## config.mk

```make
export PLATFORM = sky130hd
export DESIGN_NAME = bitwise_op_issuer
export DESIGN_NICKNAME = d
export VERILOG_FILES = /design/src/rtl/calc_pkg.sv /design/src/rtl/key_edge_detect.sv /design/src/rtl/bitwise_op_issuer.sv
export SDC_FILE = /design/constraint.sdc
export NUM_CORES = 1
export LEC_CHECK = 0
export CAP_MARGIN = 20
export CORE_MARGIN = 3
export CORE_UTILIZATION = 33
export CTS_CLUSTER_SIZE = 20
export DETAILED_ROUTE_END_ITERATION = 6
export HOLD_SLACK_MARGIN = 0.06
export SYNTH_ARGS = -nofsm -noshare
export SYNTH_HDL_FRONTEND = slang
export SYNTH_SLANG_ARGS = --single-unit
export TNS_END_PERCENT = 5
```

## constraint.sdc

```tcl
create_clock -name clk -period 2.5 [get_ports clk]
set_input_delay 0.625 -clock clk [delete_from_list [all_inputs] [get_ports clk]]
set_output_delay 0.625 -clock clk [all_outputs]
set_load 0.005 [all_outputs]
```

## src/rtl/calc_pkg.sv

```systemverilog
// Shared types for the calculator's bitwise datapath: opcodes, issuer states, widths.
package calc_pkg;

    localparam int unsigned DW = 16;
    localparam int unsigned RW = 32;

    typedef enum logic [2:0] {
        OpAnd = 3'b000,
        OpOr  = 3'b001,
        OpXor = 3'b010,
        OpNot = 3'b011,
        OpShl = 3'b100,
        OpShr = 3'b101,
        OpAbs = 3'b110,
        OpInv = 3'b111
    } op_e;

    typedef enum logic [2:0] {
        StIdle,
        StGotA,
        StIssue,
        StCapture,
        StHold
    } state_e;

    function automatic logic is_unary(op_e op);
        return (op == OpNot) || (op == OpAbs);
    endfunction

endpackage

```

## src/rtl/key_edge_detect.sv

```systemverilog
// Rising-edge strobe for a synchronised button level; the edge register runs every cycle.
module key_edge_detect (
    input  logic clk,
    input  logic rst_n,
    input  logic key,
    output logic strobe
);

    logic key_q;

    always_ff @(posedge clk or negedge rst_n) begin
        if (!rst_n) begin
            key_q <= 1'b0;
        end else begin
            key_q <= key;
        end
    end

    assign strobe = key & ~key_q;

endmodule

```

## src/rtl/bitwise_op_issuer.sv

```systemverilog
// Collects A, opcode and B from switch strobes, drives bitwise_unit, waits LAT cycles,
// captures the result and offers it to the display on a valid/ready handshake.
module bitwise_op_issuer
    import calc_pkg::*;
#(
    parameter int unsigned DW        = 16,
    parameter int unsigned RW        = 32,
    parameter int unsigned LAT       = 1,
    parameter int unsigned SHAMT_MAX = 15
) (
    input  logic          clk,
    input  logic          rst_n,
    input  logic [DW-1:0] sw_in,
    input  logic [2:0]    op_in,
    input  logic          key_load,
    input  logic          key_clear,
    output logic [2:0]    bu_op_sel,
    output logic [DW-1:0] bu_a,
    output logic [DW-1:0] bu_b,
    input  logic [RW-1:0] bu_result,
    output logic [RW-1:0] res_data,
    output logic          res_valid,
    input  logic          res_ready,
    output logic          busy,
    output logic          err_shamt,
    output logic          err_op
);

    localparam logic [2:0]    LatLast  = 3'(LAT - 1);
    localparam logic [DW-1:0] ShamtMax = DW'(SHAMT_MAX);

    state_e        state_q, state_d;
    logic [2:0]    cnt_q, cnt_d;
    op_e           op_q, op_d;
    logic [DW-1:0] a_q, a_d, b_q, b_d;
    logic [RW-1:0] res_q, res_d;
    logic          valid_q, valid_d;
    logic          err_shamt_q, err_shamt_d;
    logic          err_op_q, err_op_d;
    logic          strobe;
    op_e           op_new;
    logic          shamt_bad;

    key_edge_detect u_key_edge (
        .clk    (clk),
        .rst_n  (rst_n),
        .key    (key_load),
        .strobe (strobe)
    );

    assign op_new = op_e'(op_in);
    // Shift amount is signed: negative or above the limit is rejected.
    assign shamt_bad = ((op_q == OpShl) || (op_q == OpShr)) &&
                       (sw_in[DW-1] || (sw_in > ShamtMax));

    always_comb begin
        state_d     = state_q;
        cnt_d       = cnt_q;
        op_d        = op_q;
        a_d         = a_q;
        b_d         = b_q;
        res_d       = res_q;
        valid_d     = valid_q;
        err_shamt_d = 1'b0;
        err_op_d    = 1'b0;

        if (key_clear) begin
            state_d = StIdle;
            valid_d = 1'b0;
        end else begin
            case (state_q)
                StIdle: begin
                    if (strobe) begin
                        a_d  = sw_in;
                        op_d = op_new;
                        if (op_new == OpInv) begin
                            err_op_d = 1'b1;
                        end else if (is_unary(op_new)) begin
                            b_d     = '0;
                            cnt_d   = '0;
                            state_d = StIssue;
                        end else begin
                            state_d = StGotA;
                        end
                    end
                end
                StGotA: begin
                    if (strobe) begin
                        if (shamt_bad) begin
                            err_shamt_d = 1'b1;
                        end else begin
                            b_d     = sw_in;
                            cnt_d   = '0;
                            state_d = StIssue;
                        end
                    end
                end
                StIssue: begin
                    if (cnt_q == LatLast) begin
                        state_d = StCapture;
                    end else begin
                        cnt_d = cnt_q + 3'd1;
                    end
                end
                StCapture: begin
                    res_d   = bu_result;
                    valid_d = 1'b1;
                    state_d = StHold;
                end
                StHold: begin
                    if (valid_q && res_ready) begin
                        valid_d = 1'b0;
                        state_d = StIdle;
                    end
                end
                default: state_d = StIdle;
            endcase
        end
    end

    always_ff @(posedge clk or negedge rst_n) begin
        if (!rst_n) begin
            state_q     <= StIdle;
            cnt_q       <= '0;
            op_q        <= OpAnd;
            a_q         <= '0;
            b_q         <= '0;
            res_q       <= '0;
            valid_q     <= 1'b0;
            err_shamt_q <= 1'b0;
            err_op_q    <= 1'b0;
        end else begin
            state_q     <= state_d;
            cnt_q       <= cnt_d;
            op_q        <= op_d;
            a_q         <= a_d;
            b_q         <= b_d;
            res_q       <= res_d;
            valid_q     <= valid_d;
            err_shamt_q <= err_shamt_d;
            err_op_q    <= err_op_d;
        end
    end

    assign bu_op_sel = op_q;
    assign bu_a      = a_q;
    assign bu_b      = b_q;
    assign res_data  = res_q;
    assign res_valid = valid_q;
    assign err_shamt = err_shamt_q;
    assign err_op    = err_op_q;
    assign busy      = (state_q == StIssue) || (state_q == StCapture) || (state_q == StHold);

endmodule
```

==> flow_metrics.env <==
export IMPL_outcome="completed"
export IMPL_swShare_pct=24.7
export IMPL_setup_violations_final=0
export IMPL_start_kind="input pin"
export IMPL_yosys_area_share_simple_pct=10.9
export IMPL_clk_path_buf_depth=2
export IMPL_ios=127
export IMPL_start_util_pct=34.4
export IMPL_dpl_worst_slack_ns=-0.321
export IMPL_htreeDepth=3
export IMPL_drc=0
export IMPL_worstPathArrival_ns=2.69
export IMPL_cp_max_fo=32
export IMPL_critPathKind="in -> reg"
export IMPL_rows=35
export IMPL_cts_tree="yes"
export IMPL_syn_avg_cell_area_um2=13.0
export IMPL_first_pass_iters=4
export IMPL_final_cell_mix="125 x clkdlybuf4s50_1, 77 x dfrtp_1, 51 x mux2_2, 42 x nand2_1, 18 x buf_4"
export IMPL_fin_nets=451
export IMPL_netlist_instances=248
export IMPL_hold_slack_ns=0.275
export IMPL_r2r_start="state_q[1]$_DFFE_PN0P_"
export IMPL_cts_buffers=9
export IMPL_post_route_period_util_pct=97.9
export IMPL_maxSlewHeadroom_pct=59.8
export IMPL_routedWlPerCell_um=14.7
export IMPL_clock_root_buffer="clkbuf_8"
export IMPL_p_seq_share_pct=43.1
export IMPL_vias=2408
export IMPL_finalSetupTns_ns=0
export IMPL_dp_hpwl_um=5700
export IMPL_drt_wl_total_um=7740
export IMPL_ctsHoldBuffers=0
export IMPL_power_density_nw_per_um2=737
export IMPL_pwr_share_comb_pct=25.9
export IMPL_grt_pass1_wl_um=13000
export IMPL_coreArea_um2=9370
export IMPL_dieArea_um2=11000
export IMPL_rsz0062_at_grt="false"
export IMPL_synth_top_area_share_pct=59.7
export IMPL_crit_required_ns=2.74
export IMPL_antenna_diode_count=0
export IMPL_postRouteAntennaNets=0
export IMPL_drive_gt1_share_pct=28.4
export IMPL_drv_cap=0
export IMPL_seq_area_frac_synth_pct=59.7
export IMPL_fin_ws_ns=0.0526
export IMPL_r2r_setup_slack_ns=0.54
export IMPL_crit_end="bu_b[1]$_DFFE_PN0P_"
export IMPL_die_width_um=105
export IMPL_synth_top_family_by_area="multiplexers"
export IMPL_yosys_top_cells_area="dfrtp_1 60%, mux2_2 18%, nand2_1 4.9%"
export IMPL_p_sw_mw=0.915
export IMPL_dr_first_iter_drc_count=50
export IMPL_dieHeight_um=105
export IMPL_port_buffers=126
export IMPL_yosys_area_share_xor_xnor_pct=0.272
export IMPL_grt_max_degree=45
export IMPL_final_min_clock_period_ns=2.45
export IMPL_ys_ff_latch=77
export IMPL_path_clk_slew_ns=0.08
export IMPL_clock_fmax_ghz=0.409
export IMPL_synthToLayoutAreaGrowth_pct=55.9
export IMPL_total_power_mw=3.71
export IMPL_synth_adder_area_share_pct=0.776
export IMPL_fin_worst_skew_ns=0.00742
export IMPL_crit_start="sw_in[10]"
export IMPL_synth_mux_area_share_pct=18.7
export IMPL_clock_sinks=77
export IMPL_p_int_mw=2.79
export IMPL_hold_viol=0
export IMPL_synth_distinct_cells=35
export IMPL_hp_class="in -> async"
export IMPL_vias_per_cell=4.57
export IMPL_gp_congestion=0.797
export IMPL_grt_util_all_layers_pct=14.9
export IMPL_grt_pass1_vias=2506
export IMPL_timing_rr_end="bu_b[1]$_DFFE_PN0P_"
export IMPL_clk_latency_ns=0.35
export IMPL_synth_compound_area_share_pct=6.32
export IMPL_p_leak_nw=2.14
export IMPL_p_clk_share_pct=31.0
export IMPL_final_common_cell="clkdlybuf4s50_1"
export IMPL_synth_area_um2=3230
export IMPL_slew_viol_final=0
export IMPL_reg2regPathDepth=5
export IMPL_critPathCaptureType="register"
export IMPL_yosys_warnings=0
export IMPL_yosysTopAreaCell="dfrtp_1"
export IMPL_gr_total_overflow=0
export IMPL_synthesis_nets=306
export IMPL_ir_worst_vdd_mv=0.379
export IMPL_antenna_found_initial=0
export IMPL_postCtsSetupBuffers=0
export IMPL_tightest_slew_ns=0.604
==> sequential cells by signal, summed over array words and instances, names as in the netlist <==
| register | count |
|---|---|
| u_key_edge.key_q | 1 |
| cnt_q | 3 |
| state_q | 3 |
| bu_a | 16 |
| bu_op_sel | 3 |
| res_valid | 1 |
| res_data | 32 |
| bu_b | 16 |
| err_shamt | 1 |
| err_op | 1 |
==> how the worst min path moves through the flow <==
| stage | startpoint | endpoint | cells past startpoint |
|---|---|---|---|
| 2_1_floorplan | rst_n | bu_a[0]$_DFFE_PN0P_ | 0 |
| 3_3_place_gp | bu_b[0]$_DFFE_PN0P_ | bu_b[0]$_DFFE_PN0P_ | 2 |
| 3_5_place_dp | bu_b[9]$_DFFE_PN0P_ | bu_b[9]$_DFFE_PN0P_ | 2 |
| 4_1_cts | rst_n | bu_b[6]$_DFFE_PN0P_ | 1 |
| 5_1_grt | rst_n | bu_b[6]$_DFFE_PN0P_ | 1 |
| 6_report | rst_n | bu_a[12]$_DFFE_PN0P_ | 1 |
==> layer usage <==
layer,global-route usage [%],wire (um)
met3,5.68,509
met5,0,0
met4,3.66,66
met1,18.9,3340
met2,24.1,3820
==> critical path, stage by stage <==
cell	delay (ns)
clkdlybuf4s50_1	0.45
or4_4	0.54
o311ai_4	0.30
or3b_4	0.43
buf_12	0.18
nand2_1	0.09
o21ai_2	0.05
==> metrics by stage <==
| stage | cell area [um^2] | utilization (%) | std cells |
|---|---|---|---|
| finish | 5030 | 53.7 | 527 |
| global placement | 4760 | 50.8 | 511 |
| detailed placement | 4760 | 50.8 | 511 |
| floorplan | 3230 | - | 248 |
| CTS | 5010 | 53.5 | 527 |
| global route | 5030 | 53.7 | 527 |
==> Yosys cell counts <==
master / count
ha_1: 2
buf_2: 5
nor2b_1: 2
o21ai_1: 2
nor2_1: 9
and3_2: 1
mux2_2: 51
nand2_1: 42
nand3b_1: 2
nand2b_1: 3
o21ai_2: 14
nand3_1: 1
buf_12: 1
mux2i_1: 3
or3b_1: 1
buf_6: 3
o211a_1: 1
dfrtp_1: 77
and4_1: 1
nor3_1: 3
nor3b_2: 1
o21ai_0: 1
o311ai_2: 1
nand2_2: 1
o2bb2ai_1: 1
or4_1: 2
a21oi_1: 3
nor2_2: 1
nand4_1: 1
inv_1: 3
clkbuf_1: 4
o2111ai_1: 1
or4_4: 2
a211oi_1: 1
xor2_1: 1
==> logic make-up (layout without fill, tap and decap cells) <==
kind of cell             after synthesis  count (layout)
AO/OA/AOI/OAI                         25              25
XOR/XNOR                               1               1
adder cells (fa/ha/maj)                2               2
buffers and inverters                 16             166
flip-flops                            77              77
multiplexers                          54              54
AND/OR/NAND/NOR                       73              73
==> power by group through the flow <==
stage                     sequential [mW]  combinational [mW]  clock (mW)
after global routing                 1.63                1.04        1.24
after global placement               1.61               0.965           0
after detailed placement             1.63               0.973           0
after floorplan                      1.63               0.308           0
final                                1.60               0.961        1.15
after CTS                            1.60               0.978        1.19
==> repair_timing <==
| item | 4_1_cts | 5_1_grt |
|---|---|---|
| hold endpoints to repair | 0 | 0 |
| resized for setup | 0 | 3 |
| endpoints found under the setup margin | 0 | 17 |
==> cell type report <==
| type | count | area [um^2] |
|---|---|---|
| timing repair buffer | 147 | 1470 |
| clock inverter | 7 | 124 |
| sequential | 77 | 1930 |
| fill | 874 | 4340 |
| tap | 129 | 161 |
| inverter | 3 | 11.3 |
| clock buffer | 9 | 124 |
| multi-input combinational | 155 | 1210 |
Power figures use the tool's default switching activity.
